[src/rtl/instr_encoder_loader_if.sv]
// Bundle of the field-level encoder input, write-address control and the
// instruction-memory write handshake. The producer side uses master; the loader uses slave.
interface instr_encoder_loader_if #(
    parameter int DEPTH  = 4,
    parameter int ADDR_W = 32
);
    localparam int CW = $clog2(DEPTH) + 1;

    logic              in_valid;
    logic              in_ready;
    logic [3:0]        in_cond;
    logic [1:0]        in_mode;
    logic              in_imm;
    logic [3:0]        in_op;
    logic              in_s;
    logic [3:0]        in_rn;
    logic [3:0]        in_rd;
    logic [11:0]       in_operand;
    logic [23:0]       in_offset;
    logic              base_load;
    logic [ADDR_W-1:0] base_addr;
    logic              wr_en;
    logic [ADDR_W-1:0] wr_addr;
    logic [31:0]       wr_data;
    logic              wr_ready;
    logic [CW-1:0]     fifo_count;
    logic              err;
    logic [7:0]        err_count;

    modport master (
        output in_valid, in_cond, in_mode, in_imm, in_op, in_s, in_rn, in_rd,
               in_operand, in_offset, base_load, base_addr, wr_ready,
        input  in_ready, wr_en, wr_addr, wr_data, fifo_count, err, err_count
    );

    modport slave (
        input  in_valid, in_cond, in_mode, in_imm, in_op, in_s, in_rn, in_rd,
               in_operand, in_offset, base_load, base_addr, wr_ready,
        output in_ready, wr_en, wr_addr, wr_data, fifo_count, err, err_count
    );
endinterface

[src/rtl/instr_encoder_loader.sv]
// Packs field-level instruction descriptions into 32-bit words, buffers them
// in a FIFO and streams them to instruction memory at an auto-incrementing byte address.
module instr_encoder_loader #(
    parameter int DEPTH  = 4,
    parameter int ADDR_W = 32
) (
    input  logic                   clk,
    input  logic                   rst,
    instr_encoder_loader_if.slave  bus
);
    localparam int PW = $clog2(DEPTH);

    logic [PW:0]       wr_ptr;
    logic [PW:0]       rd_ptr;
    logic [PW:0]       count;
    logic [31:0]       mem [DEPTH];
    logic              full;
    logic              empty;
    logic              accept;
    logic              push;
    logic              pop;
    logic              legal;
    logic [31:0]       word;
    logic [ADDR_W-1:0] addr;
    logic              err_q;
    logic [7:0]        err_cnt;

    assign count  = wr_ptr - rd_ptr;
    assign full   = (count == (PW+1)'(DEPTH));
    assign empty  = (count == '0);
    assign accept = bus.in_valid && !full;
    assign push   = accept && legal;
    assign pop    = !empty && bus.wr_ready;

    always_comb begin
        word  = '0;
        legal = 1'b0;
        case (bus.in_mode)
            2'b00: begin
                legal = bus.in_op inside {4'b0000, 4'b0001, 4'b0010, 4'b0100, 4'b0101,
                                          4'b0110, 4'b1000, 4'b1010, 4'b1100, 4'b1101,
                                          4'b1111};
                word = {bus.in_cond, 2'b00, bus.in_imm, bus.in_op, bus.in_s,
                        bus.in_rn, bus.in_rd, bus.in_operand};
                // TST/CMP only set flags: S forced on, Rd forced to zero
                if (bus.in_op == 4'b1000 || bus.in_op == 4'b1010) begin
                    word[20]    = 1'b1;
                    word[15:12] = 4'b0000;
                end
            end
            2'b01: begin
                legal = 1'b1;
                word  = {bus.in_cond, 2'b01, bus.in_imm, 4'b0100, bus.in_s,
                         bus.in_rn, bus.in_rd, bus.in_operand};
            end
            2'b10: begin
                legal = 1'b1;
                word  = {bus.in_cond, 3'b101, 1'b0, bus.in_offset};
            end
            default: begin
                legal = 1'b0;
                word  = '0;
            end
        endcase
    end

    always_ff @(posedge clk or negedge rst) begin
        if (!rst) begin
            wr_ptr  <= '0;
            rd_ptr  <= '0;
            addr    <= '0;
            err_q   <= 1'b0;
            err_cnt <= '0;
            for (int unsigned i = 0; i < DEPTH; i++) mem[i] <= '0;
        end else begin
            if (push) begin
                mem[wr_ptr[PW-1:0]] <= word;
                wr_ptr              <= wr_ptr + 1'b1;
            end
            if (pop) rd_ptr <= rd_ptr + 1'b1;
            // base_load wins; a write in the same cycle already used the old address
            if (bus.base_load)
                addr <= bus.base_addr;
            else if (pop)
                addr <= addr + ADDR_W'(4);
            err_q <= accept && !legal;
            if (accept && !legal && err_cnt != 8'hFF) err_cnt <= err_cnt + 8'd1;
        end
    end

    assign bus.in_ready   = !full;
    assign bus.wr_en      = !empty;
    assign bus.wr_data    = mem[rd_ptr[PW-1:0]];
    assign bus.wr_addr    = addr;
    assign bus.fifo_count = count;
    assign bus.err        = err_q;
    assign bus.err_count  = err_cnt;
endmodule

[src/flat_wrapper.sv]
// flat-port wrapper written by rule: the top's interface ports become plain ports
module instr_encoder_loader_flat 
#(
    parameter int DEPTH  = 4,
    parameter int ADDR_W = 32
)
  (clk, rst, bus_in_valid, bus_in_cond, bus_in_mode, bus_in_imm, bus_in_op, bus_in_s, bus_in_rn, bus_in_rd, bus_in_operand, bus_in_offset, bus_base_load, bus_base_addr, bus_wr_ready, bus_in_ready, bus_wr_en, bus_wr_addr, bus_wr_data, bus_fifo_count, bus_err, bus_err_count);
  instr_encoder_loader_if #(.DEPTH(DEPTH), .ADDR_W(ADDR_W)) bus_i ();
  input  logic clk;
  input  logic rst;
  input wire logic [$bits(bus_i.in_valid)-1:0] bus_in_valid;
  input wire logic [$bits(bus_i.in_cond)-1:0] bus_in_cond;
  input wire logic [$bits(bus_i.in_mode)-1:0] bus_in_mode;
  input wire logic [$bits(bus_i.in_imm)-1:0] bus_in_imm;
  input wire logic [$bits(bus_i.in_op)-1:0] bus_in_op;
  input wire logic [$bits(bus_i.in_s)-1:0] bus_in_s;
  input wire logic [$bits(bus_i.in_rn)-1:0] bus_in_rn;
  input wire logic [$bits(bus_i.in_rd)-1:0] bus_in_rd;
  input wire logic [$bits(bus_i.in_operand)-1:0] bus_in_operand;
  input wire logic [$bits(bus_i.in_offset)-1:0] bus_in_offset;
  input wire logic [$bits(bus_i.base_load)-1:0] bus_base_load;
  input wire logic [$bits(bus_i.base_addr)-1:0] bus_base_addr;
  input wire logic [$bits(bus_i.wr_ready)-1:0] bus_wr_ready;
  output wire logic [$bits(bus_i.in_ready)-1:0] bus_in_ready;
  output wire logic [$bits(bus_i.wr_en)-1:0] bus_wr_en;
  output wire logic [$bits(bus_i.wr_addr)-1:0] bus_wr_addr;
  output wire logic [$bits(bus_i.wr_data)-1:0] bus_wr_data;
  output wire logic [$bits(bus_i.fifo_count)-1:0] bus_fifo_count;
  output wire logic [$bits(bus_i.err)-1:0] bus_err;
  output wire logic [$bits(bus_i.err_count)-1:0] bus_err_count;
  assign bus_i.in_valid = bus_in_valid;
  assign bus_i.in_cond = bus_in_cond;
  assign bus_i.in_mode = bus_in_mode;
  assign bus_i.in_imm = bus_in_imm;
  assign bus_i.in_op = bus_in_op;
  assign bus_i.in_s = bus_in_s;
  assign bus_i.in_rn = bus_in_rn;
  assign bus_i.in_rd = bus_in_rd;
  assign bus_i.in_operand = bus_in_operand;
  assign bus_i.in_offset = bus_in_offset;
  assign bus_i.base_load = bus_base_load;
  assign bus_i.base_addr = bus_base_addr;
  assign bus_i.wr_ready = bus_wr_ready;
  assign bus_in_ready = bus_i.in_ready;
  assign bus_wr_en = bus_i.wr_en;
  assign bus_wr_addr = bus_i.wr_addr;
  assign bus_wr_data = bus_i.wr_data;
  assign bus_fifo_count = bus_i.fifo_count;
  assign bus_err = bus_i.err;
  assign bus_err_count = bus_i.err_count;
  instr_encoder_loader #(.DEPTH(DEPTH), .ADDR_W(ADDR_W)) u_core (.clk(clk), .rst(rst), .bus(bus_i));
endmodule
[config.mk]
export PLATFORM = sky130hd
export DESIGN_NAME = instr_encoder_loader_flat
export DESIGN_NICKNAME = d
export VERILOG_FILES = /design/src/rtl/instr_encoder_loader_if.sv /design/src/rtl/instr_encoder_loader.sv /design/src/flat_wrapper.sv
export SDC_FILE = /design/constraint.sdc
export NUM_CORES = 1
export LEC_CHECK = 0
export ABC_AREA = 1
export CAP_MARGIN = 15
export CORE_MARGIN = 2
export CORE_UTILIZATION = 49
export DETAILED_ROUTE_END_ITERATION = 8
export GPL_ROUTABILITY_DRIVEN = 0
export PLACE_DENSITY = 0.78
export SYNTH_ARGS = -nofsm -noshare
export SYNTH_HDL_FRONTEND = slang
export SYNTH_SLANG_ARGS = --single-unit
[constraint.sdc]
create_clock -name clk -period 2.09 [get_ports clk]
set_input_delay 0.418 -clock clk [delete_from_list [all_inputs] [get_ports clk]]
set_output_delay 0.418 -clock clk [all_outputs]
set_load 0.01 [all_outputs]
=== Word-level counts from Yosys, hierarchy flattened ===
Index checks and enable logic that the tools add are counted.

* Flip-flop bits (word level): 175
* Input port bits: 93
* Output and inout port bits: 78

* Add/sub/neg operators: 5
* Magnitude comparators: 3
* Equal/unequal tests: 14
* Mux-type cells: 12
* Bitwise gates (word level): 2
* Reduce and logical (&&, ||, !) cells: 16

{| class="wikitable"
|+ Operator list
! operator !! count
|-
| $mux W32 || 5
|-
| $bwmux W128 || 1
|-
| $pmux W32 S3 || 1
|-
| $bmux W32 S2 || 1
|-
| $demux W32 S2 || 1
|-
| $add A32 B3 Y32 const B || 1
|-
| $eq A4 B4 Y1 const B || 5
|-
| $eq A4 B3 Y1 const B || 3
|-
| $reduce_bool A11 Y1 || 1
|-
| $add A8 B1 Y8 const B || 1
|-
| $ne A8 B8 Y1 const B || 1
|-
| $add A3 B1 Y3 const B || 2
|-
| $ge A3 B3 Y1 const B || 2
|-
| $logic_and A1 B1 Y1 || 6
|-
| $not A2 Y3 || 2
|-
| $eq A4 B1 Y1 const B || 1
|-
| $eq A4 B2 Y1 const B || 1
|-
| $logic_not A4 Y1 || 1
|-
| $mux W4 || 1
|-
| $eq A3 B3 Y1 const B || 1
|-
| $logic_not A1 Y1 || 3
|-
| $logic_not A3 Y1 || 1
|-
| $lt A3 B1 Y1 const B || 1
|-
| $sub A3 B3 Y3 || 1
|-
| other kinds (8) || 8
|}

=== Logic depth before layout (Yosys ltp) ===
Gate-level depths: netlist (run 1).

* Word-level depth: 6
* Depth in mapped cells: 14
* Depth with buffers taken out: 13

=== Worst setup path before layout (run 1) ===
Ideal clock, no wire load.

* Kind: reg2reg
* From: register u_core.wr_ptr[0]
* To: register u_core.mem[11] (netlist name)
* Data arrival time: 2.089 ns
* Data required time: 1.973 ns
* Setup slack: -0.116 ns
* Stages on the path, launching flop included: 15
* Cell sequence: dfrtp_1 > inv_1 > ha_1 > fa_1 > inv_1 > nand2_1 > nand2_1 > nand2_1 > nand3_1 > nand2_1 > inv_2 > nand3_1 > clkbuf_1 > nand2_1 > nand2_1

* Elaborated cells on any way between the ends: 12
* Those cells by class: add/sub (1); order compare (2); eq/ne (1); mux (3); bitwise (1); reduce/logical (4)

{| class="wikitable"
|+ RTL lines
! element !! RTL line !! text
|-
| start, declared || instr_encoder_loader.sv:13 || <nowiki>logic [PW:0] wr_ptr;</nowiki>
|-
| start signal, assigned || instr_encoder_loader.sv:78 || <nowiki>wr_ptr <= wr_ptr + 1'b1;</nowiki>
|-
| $sub A3 B3 Y3 || instr_encoder_loader.sv:28 || <nowiki>assign count = wr_ptr - rd_ptr;</nowiki>
|-
| $eq A3 B3 Y1 || instr_encoder_loader.sv:29 || <nowiki>assign full = (count == (PW+1)'(DEPTH));</nowiki>
|-
| $logic_not A1 Y1 || -- ||
|-
| via bus_in_ready || flat_wrapper.sv:24 || <nowiki>output wire logic [$bits(bus_i.in_ready)-1:0] bus_in_ready;</nowiki>
|-
| $logic_and A1 B1 Y1 || instr_encoder_loader.sv:31 || <nowiki>assign accept = bus.in_valid && !full;</nowiki>
|-
| $logic_and A1 B1 Y1 || instr_encoder_loader.sv:32 || <nowiki>assign push = accept && legal;</nowiki>
|-
| end signal, assigned by index || instr_encoder_loader.sv:77 || <nowiki>mem[wr_ptr[PW-1:0]] <= word;</nowiki>
|-
| end, declared || instr_encoder_loader.sv:16 || <nowiki>logic [31:0] mem [DEPTH];</nowiki>
|}

The timed path passes the listed nets, and every way through them passes these cells.
A chain may end at the register's enable or synchronous reset.

=== Worst setup path in the final report (run 1) ===
* From: register u_core.rd_ptr[0]
* To: register u_core.mem[23] (netlist name)

* Cells in the longest elaborated chain, start to end: 5

{| class="wikitable"
|+ RTL lines
! element !! RTL line !! text
|-
| start, declared || instr_encoder_loader.sv:14 || <nowiki>logic [PW:0] rd_ptr;</nowiki>
|-
| start signal, assigned || instr_encoder_loader.sv:80 || <nowiki>if (pop) rd_ptr <= rd_ptr + 1'b1;</nowiki>
|-
| $sub A3 B3 Y3 || instr_encoder_loader.sv:28 ||
|-
| $eq A3 B3 Y1 || instr_encoder_loader.sv:29 ||
|-
| $logic_not A1 Y1 || instr_encoder_loader.sv:31 ||
|-
| $logic_and A1 B1 Y1 || instr_encoder_loader.sv:31 ||
|-
| $logic_and A1 B1 Y1 || instr_encoder_loader.sv:32 ||
|}

No other way between the ends.

==> results of run 1 <==
timing repair:
item | in CTS | in global routing
hold buffers | 1 | 0
pin swaps | 35 | 17
setup endpoints to repair | 185 | 186
buffers inserted | 11 | 3
cloned | 11 | 8
resized for setup | 281 | 50
hold endpoints to repair | 37 | 0
logic make-up after synthesis:
group / Yosys count
flops: 175
simple gates: 900
xor+xnor: 23
buf+inv: 158
fa+ha+maj: 16
compound gates: 113
power by group through the flow:
stage	Combinational (µW)	Sequential, µW	Clock [µW]
4_1_cts	10100	5680	3150
3_3_place_gp	8560	5590	0
6_report	11100	5810	3150
3_5_place_dp	8720	5630	0
2_1_floorplan	4680	5530	0
5_1_grt	11800	5910	3320
metrics by stage:
step	utilization (%)	total power [µW]	TNS, ns	hold WS (ns)	std cells
after global placement	61.6	14200	-28.99	0.385	1812
after CTS	67.7	18900	-25.18	0.470	1867
after floorplan	-	10200	-1.09	0.122	1385
final	69.3	20000	-26.00	0.472	1878
after detailed placement	61.6	14400	-33.58	0.377	1812
after global routing	69.3	21000	-40.73	0.489	1878
worst max-delay path, cell delays in order (launching register included):
cell and delay [ns]:
dfrtp_2 0.44, ha_4 0.17, fa_2 0.36, inv_2 0.08, nand2_2 0.06, nand2_1 0.06, nand2_1 0.06, nand3_2 0.10
buf_6 0.12, nand2_8 0.06, clkinvlp_4 0.13, nand3_4 0.16, buf_12 0.23, nand2_1 0.10, nand2_1 0.07
sequential cells by signal, summed over array words and instances, names as in the netlist:
register and cells:
u_core.rd_ptr 3, u_core.bus.err 1, u_core.mem 128, u_core.wr_ptr 3
u_core.bus.err_count 8, u_core.bus.wr_addr 32
area by class of cell:
class / count / area share [%]
clock buffers: 18 / 3.08
flip-flops and latches: 175 / 31.5
inverters: 62 / 1.81
repair inverters: 1 / 0.0539
clock inverters: 14 / 1.04
multi-input cells: 1052 / 37.7
well taps: 270 / 2.42
repair buffers: 286 / 22.4
metal layers:
layer  vias to the layer above  part of all wire [%]
met1                      5213                    38
met5                         -                     0
met4                         0                   4.7
li1                       5003                     -
met2                       769                    47
met3                       168                    11
placed cells by master (no fill, tap or decap), types with 14 or more instances in the layout:
cell             count
nand2_1            548
dfrtp_1            173
nand4_1            139
clkdlybuf4s50_1    132
nor2_1              99
nand3_1             62
buf_4               59
inv_1               52
buf_2               30
o21ai_0             28
buf_12              23
clkbuf_16           22
o21ai_2             21
buf_6               21
o21ai_1             20
o22ai_1             18
nor2_2              15
o22ai_2             14
ha_1                14
worst paths after layout:
kind / startpoint / endpoint / slack, ns / cells past startpoint
max in group asynchronous: rst / u_core.mem[24]$_DFFE_PN0P_ / 0.98 / 3
setup reg to reg: u_core.rd_ptr[0]$_DFFE_PN0P_ / u_core.mem[23]$_DFFE_PN0P_ / -0.23 / 14
min in group asynchronous: rst / u_core.bus.wr_addr[4]$_DFFE_PN0P_ / 0.49 / 2
setup / recovery: u_core.rd_ptr[0]$_DFFE_PN0P_ / u_core.mem[23]$_DFFE_PN0P_ / -0.23 / 14
hold / removal: u_core.mem[52]$_DFFE_PN0P_ / u_core.mem[52]$_DFFE_PN0P_ / 0.47 / 2
hold reg to reg: u_core.mem[52]$_DFFE_PN0P_ / u_core.mem[52]$_DFFE_PN0P_ / 0.47 / 2
==> run_results.csv, run 1 <==
group,metric,value,unit
sta,maxSlewHeadroom,65.8,%
pwr,combPwrFrac,55.3,%
clocking,cts_buffers,17,
logic_synthesis,synth-main-ff-cell,"dfrtp_1",
logic_synthesis,synth_area_leaders,"dfrtp_1 44%, nand2_1 21%, nand4_1 8.7%",
setup_path,start_kind,"register",
grt,grt_max_degree,51,
detailed_routing,first_pass_iters,7,
grt,grt_pass1_wl,53200,µm
clocking,clockBufferDepth,2,
clocking,root_buffer,"clkbuf_16",
logic_synthesis,yosys-top-cells-count,"563 x nand2_1, 175 x dfrtp_1, 139 x nand4_1, 116 x nor2_1, 71 x nand3_1",
layout,ff_latch_area,0.00438,mm²
clocking,h-tree-depth,4,
floorplanning,ios,171,
detailed_routing,routed_via_density,5.94,
pwr,power.density,1440,mW/mm²
pwr,power_leakage,0.00695,µW
floorplanning,die_h,147,µm
grt,use_met2,51.2,%
setup_path,crit_type,"reg -> reg",
detailed_routing,wl,34700,µm
logic_synthesis,synth_xor_xnor_area_share,2.02,%
floorplanning,die_x,147,µm
logic_synthesis,synthAdderAreaFrac,2.09,%
grt,grt_use_total,30.8,%
grt,overflow,0,
logic_synthesis,syn_area,0.00996,mm²
setup_path,crit_path_end_kind,"register",
logic_synthesis,muxShareOfSynthArea,0,%
grt,grt_busiest_layer,"met2",
logic_synthesis,avgSynthCellArea,7.19,µm²
logic_synthesis,yosysUniqueCellTypes,25,
placement,post_dp_cell_area,0.0124,mm²
sta,setup_viol,175,
hold_path,hp-class,"reg -> reg",
detailed_routing,vias,11200,
setup_path,worstPathMaxFanout,11,
pwr,clkPwrFrac,15.7,%
layout,postLayoutCellArea,0.0139,mm²
sta,tightest_slew,0.513,ns
logic_synthesis,synthSimpleGateAreaFrac,38.7,%
layout,fill_cells,1494,
floorplanning,placementRows,52,
pwr,p_int,11200,µW
placement,hpwl,19700,µm
outcome,violations,"setup timing",
sta,period_share,111,%
detailed_routing,drc,0,
clocking,cts_tree,"built",
logic_synthesis,yosysMostFrequentCell,"nand2_1",
detailed_routing,drtIter0Drc,1237,
floorplanning,core_area,0.0201,mm²
logic_synthesis,synthArstFlopShare,100,%
pwr,swShare,44.3,%
placement,portBuffers,170,
sta,rsz0062_at_grt,"yes",
layout,multiInputGateArea,0.00526,mm²
logic_synthesis,synthCells,1385,
placement,place_worst_setup_slack,-0.273,ns
pwr,pwr-share-seq,29.0,%
floorplanning,design.die.area,0.0215,mm²
logic_synthesis,syn_nets,1494,
detailed_routing,wl_per_cell,18.5,µm
floorplanning,initial_core_util,49.5,%
sta,fin_ws,-0.227,ns
clocking,insertion_delay,0.44,ns
layout,drive_above_1_share,17.1,%
logic_synthesis,yosysWarnings,0,
grt,grtUsageMet1,39.6,%
pwr,switching_power,8880,µW
logic_synthesis,ys_seq_elements,175,
logic_synthesis,yosysSeqAreaShare,44.0,%
layout,finalNetCount,1704,
layout,num_antenna_cells,0,
sta,finalHoldViolCount,0,
logic_synthesis,synth_compound_area_share,6.16,%
sta,drv_slew,0,
logic_synthesis,synth_top_family_by_area,"simple AND/OR/NAND/NOR gates",
grt,first_global_vias,10400,
grt,antenna_found_initial,0,
grt,met3_usage,6.06,%
outcome,status,"complete, but fails checks",
detailed_routing,drtAntennaViolNets,0,
setup_path,arrival,2.63,ns
clocking,clkSinkCount,175,
sta,max_freq,432,MHz
logic_synthesis,yosysTopAreaCell,"dfrtp_1",
sta,fin_crit,2.32,ns
logic_synthesis,synth_top_cell_area_share,44.0,%
setup_path,worstPathRequired,2.41,ns
logic_synthesis,synth-edff-count,0,
layout,area_growth,39.9,%
flow_run,max_cap_viol_count,0,
clocking,clkTransAtPathRegs,0.07,ns
pwr,worst_ir_drop_vdd,0.719,mV
sta,finalClockSkew,0.0139,ns
Note: power is estimated with default switching activity, not from simulation.
==> run 2, diff against run 1 <==
Settings changed: GPL_TIMING_DRIVEN set to 0.
==> run 2 against run 1 <==
  * The flow still finishes with violations (setup timing)
  * Global-route usage rose by 0.66 points
  * Non-clock buffer count rose by 5
  * Register-to-register slack barely moved
  * Sequential power rose by 2%
  * Clock skew fell by 0.0050 ns
  * First-iteration DRC count fell by 2.6%
  * Maximum frequency fell by 0.43%
  * Die area did not move
  * Core utilization fell by 0.49 points
  * Clock power barely moved
  * Final area fell by 0.71%
  * Flip-flop and latch count did not move
  * Critical path type unchanged
  * Largest cell class unchanged
==> run_results.csv, run 2 (synthesis results as in run 1) <==
group,metric,value,unit
sta,tightest_slew,0.739,ns
floorplanning,die_h,147,µm
sta,maxSlewHeadroom,50.7,%
sta,fin_crit,2.33,ns
detailed_routing,drtAntennaViolNets,0,
floorplanning,core_area,0.0201,mm²
layout,drive_above_1_share,18.1,%
pwr,switching_power,9160,µW
pwr,pwr-share-seq,29.3,%
placement,place_worst_setup_slack,-0.990,ns
sta,fin_ws,-0.237,ns
floorplanning,design.die.area,0.0215,mm²
floorplanning,placementRows,52,
detailed_routing,drtIter0Drc,1205,
layout,layout_commonest_cell,"nand2_1",
sta,drv_slew,0,
pwr,worst_ir_drop_vdd,0.771,mV
layout,largest_reg_flops,128,
detailed_routing,wl_per_cell,19.2,µm
setup_path,crit_path_end_kind,"register",
layout,finalNetCount,1710,
sta,period_share,111,%
floorplanning,ios,171,
placement,post_dp_cell_area,0.0121,mm²
hold_path,hp-class,"in -> async",
floorplanning,die_x,147,µm
layout,instances_no_fill,1884,
outcome,violations,"setup timing",
detailed_routing,first_pass_iters,6,
setup_path,worstPathMaxFanout,10,
sta,finalClockSkew,0.00888,ns
clocking,root_buffer,"clkbuf_16",
pwr,swShare,45.5,%
clocking,insertion_delay,0.45,ns
detailed_routing,vias,11100,
grt,grt_pass1_wl,53800,µm
placement,hpwl,22800,µm
layout,area_growth,38.9,%
clocking,cts_tree,"built",
detailed_routing,routed_via_density,5.90,
flow_run,max_cap_viol_count,0,
setup_path,crit_type,"reg -> reg",
floorplanning,initial_core_util,49.5,%
detailed_routing,wl,36200,µm
sta,finalHoldViolCount,0,
placement,portBuffers,169,
outcome,status,"complete, but fails checks",
clocking,cts_buffers,17,
layout,layout_common_cells,"556 x nand2_1, 173 x dfrtp_1, 139 x nand4_1",
setup_path,rr_startpoint,"u_core.rd_ptr[0]$_DFFE_PN0P_",
grt,grt_use_total,31.4,%
detailed_routing,drc,0,
placement,placed_cells,1825,
grt,first_global_vias,10500,
sta,rsz0062_at_grt,"yes",
sta,max_freq,430,MHz
setup_path,cp-startpoint,"u_core.rd_ptr[0]$_DFFE_PN0P_",
grt,antenna_found_initial,0,
setup_path,worstPathRequired,2.47,ns
clocking,h-tree-depth,4,
pwr,clkPwrFrac,15.8,%
setup_path,start_kind,"register",
pwr,power.density,1460,mW/mm²
layout,largest-register,"u_core.mem",
clocking,clockBufferDepth,2,
pwr,p_int,11000,µW
setup_path,arrival,2.70,ns
pwr,power_leakage,0.00683,µW
clocking,clkTransAtPathRegs,0.08,ns
sta,setup_viol,170,
layout,num_antenna_cells,0,
layout,postLayoutCellArea,0.0138,mm²
grt,grt_max_degree,94,
clocking,clkSinkCount,175,
grt,overflow,0,
pwr,combPwrFrac,54.9,%
==> run 2: layout make-up <==
class	instances	area [µm²]
clock buffers	17	425
well taps	270	338
plain buffers	94	942
fillers	1530	6270
flip-flops and latches	175	4380
repair buffers	197	1880
repair inverters	1	6.26
clock inverters	15	139
multi-input cells	1053	5470
inverters	62	253
==> run 2: metal layers <==
| metal | GRT usage, % | share of wire, % | wire length, µm |
|---|---|---|---|
| met4 | 14.9 | 4.7 | 1690 |
| met1 | 39.9 | 37 | 13500 |
| met2 | 51.8 | 48 | 17300 |
| met5 | 0 | 0 | 0 |
| met3 | 6.25 | 10 | 3690 |
==> run 2: timing repair <==
item,CTS,global route
pin swaps,26,39
gates cloned,4,9
endpoints found under the setup margin,209,207
hold buffers,0,0
setup buffers,8,9
resized for setup,281,228
==> run 2: critical path: stages (launching register included) <==
cell and delay (ns):
dfrtp_2 0.46, ha_4 0.18, fa_2 0.37, inv_2 0.08, nand2_2 0.05, nand3_1 0.08
nand3_2 0.11, nand2_2 0.18, clkinv_4 0.14, buf_4 0.17, nand3_4 0.12, buf_6 0.16
nand2_1 0.08, nand2_1 0.08
==> run 2: worst paths after layout <==
check,to,slack [ns],cells after the start
setup reg to reg,u_core.mem[68]$_DFFE_PN0P_,-0.24,13
hold reg to reg,u_core.mem[90]$_DFFE_PN0P_,0.48,2
hold / removal,u_core.bus.wr_addr[16]$_DFFE_PN0P_,0.006,1
max in group asynchronous,u_core.mem[44]$_DFFE_PN0P_,1.19,2
setup / recovery,u_core.mem[68]$_DFFE_PN0P_,-0.24,13
min in group clk,u_core.mem[90]$_DFFE_PN0P_,0.48,2
==> run 2: per-stage QoR <==
stage / hold WS (ns) / util [%] / power [µW] / setup TNS (ns)
finish: 0.00572 / 68.8 / 20100 / -23.31
global route: 0.0645 / 68.8 / 21100 / -41.63
CTS: 0.0335 / 64.5 / 17800 / -26.63
detailed placement: 0.453 / 60.1 / 14100 / -133.15
global placement: 0.448 / 59.9 / 13900 / -1310.33
floorplan: 0.122 / - / 10200 / -1.09
==> run 2: power groups by stage <==
stage	Combinational, µW	Clock (µW)	Sequential, µW
floorplan	4680	0	5530
global placement	8310	0	5630
detailed placement	8470	0	5670
CTS	9000	3150	5650
global route	11800	3310	6010
finish	11100	3180	5900
